## config.mk

```make
export PLATFORM = sky130hd
export DESIGN_NAME = ram_ctrl
export DESIGN_NICKNAME = d
export VERILOG_FILES = /design/src/rtl/ram_ctrl.sv
export SDC_FILE = /design/constraint.sdc
export NUM_CORES = 1
export LEC_CHECK = 0
export ABC_AREA = 1
export CAP_MARGIN = 20
export CORE_AREA = 2 2 51 53
export DETAILED_ROUTE_END_ITERATION = 16
export DIE_AREA = 0 0 53 55
export DONT_BUFFER_PORTS = 1
export PLACE_DENSITY = 0.77
export SETUP_SLACK_MARGIN = 0.2
export SYNTH_ARGS = -nofsm -noshare
export SYNTH_HDL_FRONTEND = slang
export SYNTH_SLANG_ARGS = --single-unit
```

## constraint.sdc

```tcl
create_clock -name clk -period 2.85 [get_ports clk]
set_clock_uncertainty 0.05 [all_clocks]
set_input_delay 0.285 -clock clk [delete_from_list [all_inputs] [get_ports clk]]
set_output_delay 0.285 -clock clk [all_outputs]
set_load 0.05 [all_outputs]
```

## src/rtl/ram_ctrl.sv

```systemverilog
// Load-then-serve controller in front of the 64x10 registered-read block RAM.
// Optional load checksum on o_ld_sum is built when RAM_CTRL_CHECKSUM_EN is defined.
module ram_ctrl #(
    parameter int SIZE  = 6,
    parameter int DEPTH = 64
) (
    input  logic            clk,
    input  logic            rst,
    input  logic            i_ld_valid,
    input  logic [9:0]      i_ld_data,
    input  logic            i_ld_last,
    output logic            o_ld_ready,
    output logic            o_ld_done,
    output logic [9:0]      o_ld_sum,
    input  logic            i_reload,
    input  logic            i_cpu_req,
    input  logic            i_cpu_we,
    input  logic [SIZE-1:0] i_cpu_addr,
    input  logic [9:0]      i_cpu_wdata,
    output logic            o_cpu_ready,
    output logic            o_rd_valid,
    output logic [9:0]      o_rd_data,
    output logic            o_ram_we,
    output logic [SIZE-1:0] o_ram_addr,
    output logic [9:0]      o_ram_wdata,
    input  logic [9:0]      i_ram_data
);

    typedef enum logic [0:0] {
        ST_LOAD = 1'b0,
        ST_RUN  = 1'b1
    } state_t;

    localparam logic [SIZE-1:0] LAST_ADDR = SIZE'(DEPTH - 1);
    localparam logic [SIZE-1:0] PTR_ONE   = {{(SIZE-1){1'b0}}, 1'b1};
    localparam logic [SIZE-1:0] PTR_ZERO  = {SIZE{1'b0}};

    state_t          state_r;
    logic [SIZE-1:0] ld_ptr_r;
    logic            ld_done_r;
    logic            ram_we_r;
    logic [SIZE-1:0] ram_addr_r;
    logic [9:0]      ram_wdata_r;
    logic            rd_pend_r;
    logic            rd_valid_r;
    logic            ld_final_s;

    // The final word is either flagged by the source or lands in the top address.
    assign ld_final_s  = i_ld_last | (ld_ptr_r == LAST_ADDR);

    assign o_ld_ready  = (state_r == ST_LOAD);
    assign o_cpu_ready = (state_r == ST_RUN) & ~i_reload;
    assign o_ld_done   = ld_done_r;
    assign o_rd_valid  = rd_valid_r;
    assign o_rd_data   = i_ram_data;
    assign o_ram_we    = ram_we_r;
    assign o_ram_addr  = ram_addr_r;
    assign o_ram_wdata = ram_wdata_r;

    // Mode FSM, load pointer, registered RAM drive and two-stage read-valid pipe.
    always_ff @(posedge clk or negedge rst) begin
        if (!rst) begin
            state_r     <= ST_LOAD;
            ld_ptr_r    <= PTR_ZERO;
            ld_done_r   <= 1'b0;
            ram_we_r    <= 1'b0;
            ram_addr_r  <= PTR_ZERO;
            ram_wdata_r <= 10'd0;
            rd_pend_r   <= 1'b0;
            rd_valid_r  <= 1'b0;
        end else begin
            ram_we_r   <= 1'b0;
            rd_pend_r  <= 1'b0;
            // RAM registers the word one edge after the address; valid follows it.
            rd_valid_r <= rd_pend_r;
            case (state_r)
                ST_LOAD: begin
                    if (i_ld_valid) begin
                        ram_we_r    <= 1'b1;
                        ram_addr_r  <= ld_ptr_r;
                        ram_wdata_r <= i_ld_data;
                        if (ld_final_s) begin
                            state_r   <= ST_RUN;
                            ld_done_r <= 1'b1;
                        end else begin
                            ld_ptr_r  <= ld_ptr_r + PTR_ONE;
                        end
                    end else begin
                        ld_ptr_r <= ld_ptr_r;
                    end
                end
                ST_RUN: begin
                    if (i_reload) begin
                        state_r   <= ST_LOAD;
                        ld_ptr_r  <= PTR_ZERO;
                        ld_done_r <= 1'b0;
                    end else if (i_cpu_req) begin
                        ram_addr_r <= i_cpu_addr;
                        if (i_cpu_we) begin
                            ram_we_r    <= 1'b1;
                            ram_wdata_r <= i_cpu_wdata;
                        end else begin
                            rd_pend_r <= 1'b1;
                        end
                    end else begin
                        ld_ptr_r <= ld_ptr_r;
                    end
                end
                default: begin
                    state_r   <= ST_LOAD;
                    ld_ptr_r  <= PTR_ZERO;
                    ld_done_r <= 1'b0;
                end
            endcase
        end
    end

`ifdef RAM_CTRL_CHECKSUM_EN
    logic [9:0] ld_sum_r;
    logic       ld_acc_s;
    logic       reload_s;

    assign ld_acc_s = (state_r == ST_LOAD) & i_ld_valid;
    assign reload_s = (state_r == ST_RUN) & i_reload;
    assign o_ld_sum = ld_sum_r;

    // Modulo-1024 running sum of the words accepted in the current load.
    always_ff @(posedge clk or negedge rst) begin
        if (!rst) begin
            ld_sum_r <= 10'd0;
        end else if (reload_s) begin
            ld_sum_r <= 10'd0;
        end else if (ld_acc_s) begin
            ld_sum_r <= ld_sum_r + i_ld_data;
        end else begin
            ld_sum_r <= ld_sum_r;
        end
    end
`else
    assign o_ld_sum = 10'd0;
`endif

endmodule

```

=== Word level (Yosys, flattened, before mapping) ===
Index checks and enable logic that the tools add are counted.

* $add $sub $neg: 1
* $mul: 0
* Div/mod/pow operators: 0
* Magnitude comparators: 0
* Eq/ne operators: 8
* Shift-type cells: 0
* Mux-type cells: 30
* Bitwise operators: 4
* Reduce and logical (&&, ||, !) cells: 4

{| class="wikitable"
|+ Operator list
! kind !! count
|-
| $mux W10 || 4
|-
| $mux W6 || 6
|-
| $pmux W6 S2 || 2
|-
| $pmux W10 S2 || 1
|-
| $mux W1 || 14
|-
| $ne A2 B2 Y1 const B || 6
|-
| $reduce_and A3 Y1 || 3
|-
| $add A6 B1 Y6 const B || 1
|-
| $eq A6 B6 Y1 const B || 1
|-
| $pmux W1 S2 || 3
|-
| $reduce_and A4 Y1 || 1
|-
| $ne A2 B1 Y1 const B || 1
|-
| $not A1 Y1 || 2
|-
| $and A1 B1 Y1 || 1
|-
| $or A1 B1 Y1 || 1
|}

* Register bits after elaboration: 27
* Latch bits: 0
* RAM bits: 0
* Bits in read-only memories: 0
* Word-level logic and storage cells: 55
* Memories kept: 0

=== Longest topological paths before layout ===
* Depth in word-level cells: 5
* Gate-level depth with buffers: 8

=== Least setup slack after synthesis ===
OpenSTA, ideal clock, no wires.

* Path type: reg2reg
* From: reg state_r
* To: reg ram_addr_r[2] (netlist: o_ram_addr[2])
* Library setup time: 0.082 ns
* Data arrival time: 1.245 ns
* Setup slack: 1.473 ns
* Cell stages (with the launch flop): 8
* Path buffers: 1
* Clock period less this slack: 1.377 ns
* Cells stage by stage: dfrtp_1 -> inv_2 -> nor2_4 -> nand2_2 -> nand2_2 -> buf_6 -> nor2_1 -> a31oi_1

* Cells in the longest elaborated chain, start to end: 3
* Elaborated cells on any way between the ends: 6
* Those cells by class: eq/ne: 3; mux: 1; bitwise: 1; reduce/logical: 1

{| class="wikitable"
|+ RTL lines
! item !! line !! RTL
|-
| start: declaration || 38 || <nowiki>state_t state_r;</nowiki>
|-
| start signal: assignment || 63 || <nowiki>state_r <= ST_LOAD;</nowiki>
|-
| start signal: assignment || 83 || <nowiki>state_r <= ST_RUN;</nowiki>
|-
| start signal: assignment || 94 || <nowiki>state_r <= ST_LOAD;</nowiki>
|-
| $not A1 Y1 || - ||
|-
| $ne A2 B2 Y1 (no line) || - ||
|-
| $reduce_and A3 Y1 (no line) || - ||
|-
| end signal: assignment || 80 || <nowiki>ram_addr_r <= ld_ptr_r;</nowiki>
|-
| end signal: assignment || 98 || <nowiki>ram_addr_r <= i_cpu_addr;</nowiki>
|-
| end: declaration || 42 || <nowiki>logic [SIZE-1:0] ram_addr_r;</nowiki>
|}

Several ways; a longest one is shown, not always the timed one.
A chain may end at the register's enable or synchronous reset.

=== Worst setup path after layout ===
* From: reg state_r
* To: reg ram_wdata_r[1] (netlist: o_ram_wdata[1])

* Cells in the longest elaborated chain, start to end: 3
* Elaborated cells on any way between the ends: 7
* Those cells by class: eq/ne: 4; mux: 1; bitwise: 1; reduce/logical: 1

{| class="wikitable"
|+ RTL lines
! item !! line !! RTL
|-
| $not A1 Y1 * || - ||
|-
| via o_ld_ready || 12 || <nowiki>output logic o_ld_ready,</nowiki>
|-
| $ne A2 B2 Y1 (no line) || - ||
|-
| $reduce_and A4 Y1 (no line) || - ||
|-
| end signal: assignment || 81 || <nowiki>ram_wdata_r <= i_ld_data;</nowiki>
|-
| end signal: assignment || 101 || <nowiki>ram_wdata_r <= i_cpu_wdata;</nowiki>
|-
| end: declaration || 43 || <nowiki>logic [9:0] ram_wdata_r;</nowiki>
|}

Mark *: on every way through the listed nets, which the timed path passes. The rest lies on a longest branch.

==> flow_metrics.py <==
metrics = {
    "worst_setup_path": {
        "path_buf_inv": 1,
        "cp_max_fo": 21,
        "cp.depth": 5,
        "crit_type": "flip-flop to flip-flop",
        "endpoint_kind": "flip-flop",
        "cp.arrival_ns": 2.12,
        "required_ns": 3.05,
        "startpoint_type": "flip-flop",
        "critPathTopFamily": "compound AO/OA/AOI/OAI gates",
        "worstPathCellList": "inv_2, nand2_2, o21ai_2, nor2_1, a31oi_1",
        "max_stage_delay_ns": 0.51,
        "r2r_cells": 5,
        "crit_slowest_cell": "dfrtp_1",
    },
    "worst_hold_path": {
        "hold_depth": 2,
        "worstHoldPathType": "input pin to flip-flop",
    },
    "cts": {
        "post_cts_resized": 0,
        "clk_pin_slew_ns": 0.15,
        "insertion_delay_ns": 0.33,
        "cts_made_buffers": 3,
        "htreeDepth": 1,
        "cts-root-buf": "clkbuf_4",
        "cts_setup_buffers": 0,
        "clockBufferDepth": 2,
        "cts_sinks": 27,
        "cts_tree": "done",
    },
    "timing": {
        "fin_crit_sh_pct": 67.2,
        "tightest_slew_ns": 0.747,
        "slew_headroom_pct": 50.2,
        "setup-violations-final": 0,
        "grt_setup_unrepaired": "false",
        "fin_ws_ns": 0.936,
        "period_needed_ns": 1.91,
        "maxSlewViolCount": 0,
        "fmax_ghz": 0.522,
        "finalSetupTns_ns": 0,
        "finalHoldViolations": 0,
    },
    "grt": {
        "grt_use_total_pct": 20.5,
        "grt_overflow": 0,
        "grt_max_degree": 28,
        "antenna_found_initial": 0,
        "grt_pass1_vias": 1053,
        "grt_pass1_wl_um": 4310,
    },
    "route": {
        "vias_per_cell": 5.47,
        "first_iter_violations": 20,
        "drc_errors": 0,
        "vias": 1127,
        "wirelength_um": 2900,
        "wl_per_cell_um": 14.1,
        "firstDrtPassIters": 4,
        "final_antenna_net_count": 0,
    },
    "cells_and_area": {
        "syn2layout_area_growth_pct": -2.41,
        "finish.utilization_pct": 59.9,
        "layout_common_cells": "58 x nand2_1, 27 x dfrtp_1, 25 x nor2_1, 14 x a31oi_1",
        "register_area_um2": 676,
        "fillers": 223,
        "antenna_cells": 0,
        "drive_above_1_share_pct": 8.52,
        "final_common_cell": "nand2_1",
        "multi_input_area_um2": 587,
        "layout.cells.non_filler": 206,
        "nets": 221,
    },
    "yosys": {
        "ys_types": 20,
        "syn_area_mm2": 0.00145,
        "yosysTopAreaCellShare_pct": 46.6,
        "synth.ff_latch_count": 27,
        "synth_area_leaders": "dfrtp_1 47%, nand2_1 15%, buf_4 11%",
        "netlist_instances": 184,
        "synth.avg_cell_area_um2": 7.89,
        "ys_seq_area_share_pct": 46.6,
        "synth_warnings": 0,
        "yosys.area.top_type": "dfrtp_1",
    },
    "floorplan": {
        "coreArea_mm2": 0.00236,
        "die_area_mm2": 0.00292,
        "start_util_pct": 61.4,
        "die_h_um": 55,
        "die_x_um": 53,
        "rows": 18,
        "io_pins": 84,
    },
    "power_and_ir_drop": {
        "switching_share_pct": 48.8,
        "leakagePower_nw": 0.696,
        "internal_power_uw": 591,
        "seq_power_share_pct": 64.7,
        "p_sw_uw": 563,
        "power_density_mw_per_mm2": 815,
        "pwr-share-clk_pct": 14.5,
        "combPwrFrac_pct": 20.7,
        "vdd.ir_drop.worst_mv": 0.433,
    },
    "place": {
        "port_buffers": 0,
        "gp_congestion": 0.816,
        "hpwl_um": 2140,
        "dp_slack_ns": 0.987,
        "dp.cells": 199,
    },
    "flow_run": {
        "drv_cap": 0,
    },
    "outcome": {
        "status": "complete, no violations",
    },
}
[sequential cells by signal, summed over array words and instances, names as in the netlist]
register,cells
state_r,1
o_ld_done,1
o_ram_wdata,10
rd_pend_r,1
o_ram_we,1
o_ram_addr,6
o_rd_valid,1
ld_ptr_r,6
[through the flow]
| step | hold slack, ns | cell area (um2) | total power [mW] |
|---|---|---|---|
| after global routing | 0.00975 | 1420 | 1.22 |
| after global placement | -0.0600 | 1350 | 0.961 |
| after CTS | 0.0343 | 1420 | 1.16 |
| after detailed placement | -0.0600 | 1350 | 0.982 |
| after floorplan | -0.0606 | 1490 | 0.981 |
| final | 0.0319 | 1420 | 1.15 |
[layout make-up]
class                      count  share of cell area, %
sequential                    27                   47.7
multi-input combinational    131                   41.4
timing repair buffer           5                   3.89
tap                           30                   2.65
inverter                       9                   2.39
clock buffer                   3                   1.59
clock inverter                 1                  0.353
[synthesized netlist by cell type]
library cell  count
nand3_2           1
inv_2             1
ha_1              1
nor2_4            1
conb_1            1
nand3_1          10
nor3b_1           1
inv_1             8
buf_4            21
o21ai_2           1
dfrtp_1          27
nand2_1          58
nor3_1            1
buf_2             4
nand2_2           4
buf_6             1
o21ai_0           1
a21oi_1           3
nor2_1           25
a31oi_1          14
[power by group through the flow]
| stage | registers [mW] | logic, mW | clock network [mW] |
|---|---|---|---|
| after global placement | 0.750 | 0.211 | 0 |
| after CTS | 0.747 | 0.241 | 0.168 |
| after detailed placement | 0.756 | 0.227 | 0 |
| after floorplan | 0.733 | 0.247 | 0 |
| final | 0.747 | 0.239 | 0.168 |
| after global routing | 0.760 | 0.272 | 0.189 |
[final timing paths]
| check | startpoint | end | slack [ns] |
|---|---|---|---|
| hold / removal | i_cpu_req | rd_pend_r$_DFF_PN0_ | 0.03 |
| hold reg to reg | rd_pend_r$_DFF_PN0_ | o_rd_valid$_DFF_PN0_ | 0.32 |
| min in group asynchronous | rst | o_ram_wdata[6]$_DFFE_PN0P_ | 0.35 |
| max in group asynchronous | rst | ld_ptr_r[4]$_DFFE_PN0P_ | 2.25 |
| setup / recovery | state_r$_DFF_PN0_ | o_ram_wdata[1]$_DFFE_PN0P_ | 0.94 |
| setup reg to reg | state_r$_DFF_PN0_ | o_ram_wdata[1]$_DFFE_PN0P_ | 0.94 |
[per-layer routing]
layer  vias up  GRT usage [%]  part of all wire, %
met4         0           13.2                  2.2
met3        15           4.84                  9.5
met5         -              0                    0
li1        543              -                    -
met1       520           22.6                   38
met2        49           35.6                   50
[cell families after synthesis]
kind of cell,count (synthesis),share of synthesized area (%)
AO/OA/AOI/OAI,19,8.02
flip-flops,27,46.6
buffers and inverters,35,15.3
other,1,0.258
adder cells (fa/ha/maj),1,0.862
AND/OR/NAND/NOR,101,29.0
[what timing repair did]
item | 4_1_cts | 5_1_grt
endpoints found under the hold margin | 28 | 0
endpoints found under the setup margin | 0 | 0
hold buffers | 3 | 0
Note: power is estimated with default switching activity, not from simulation.
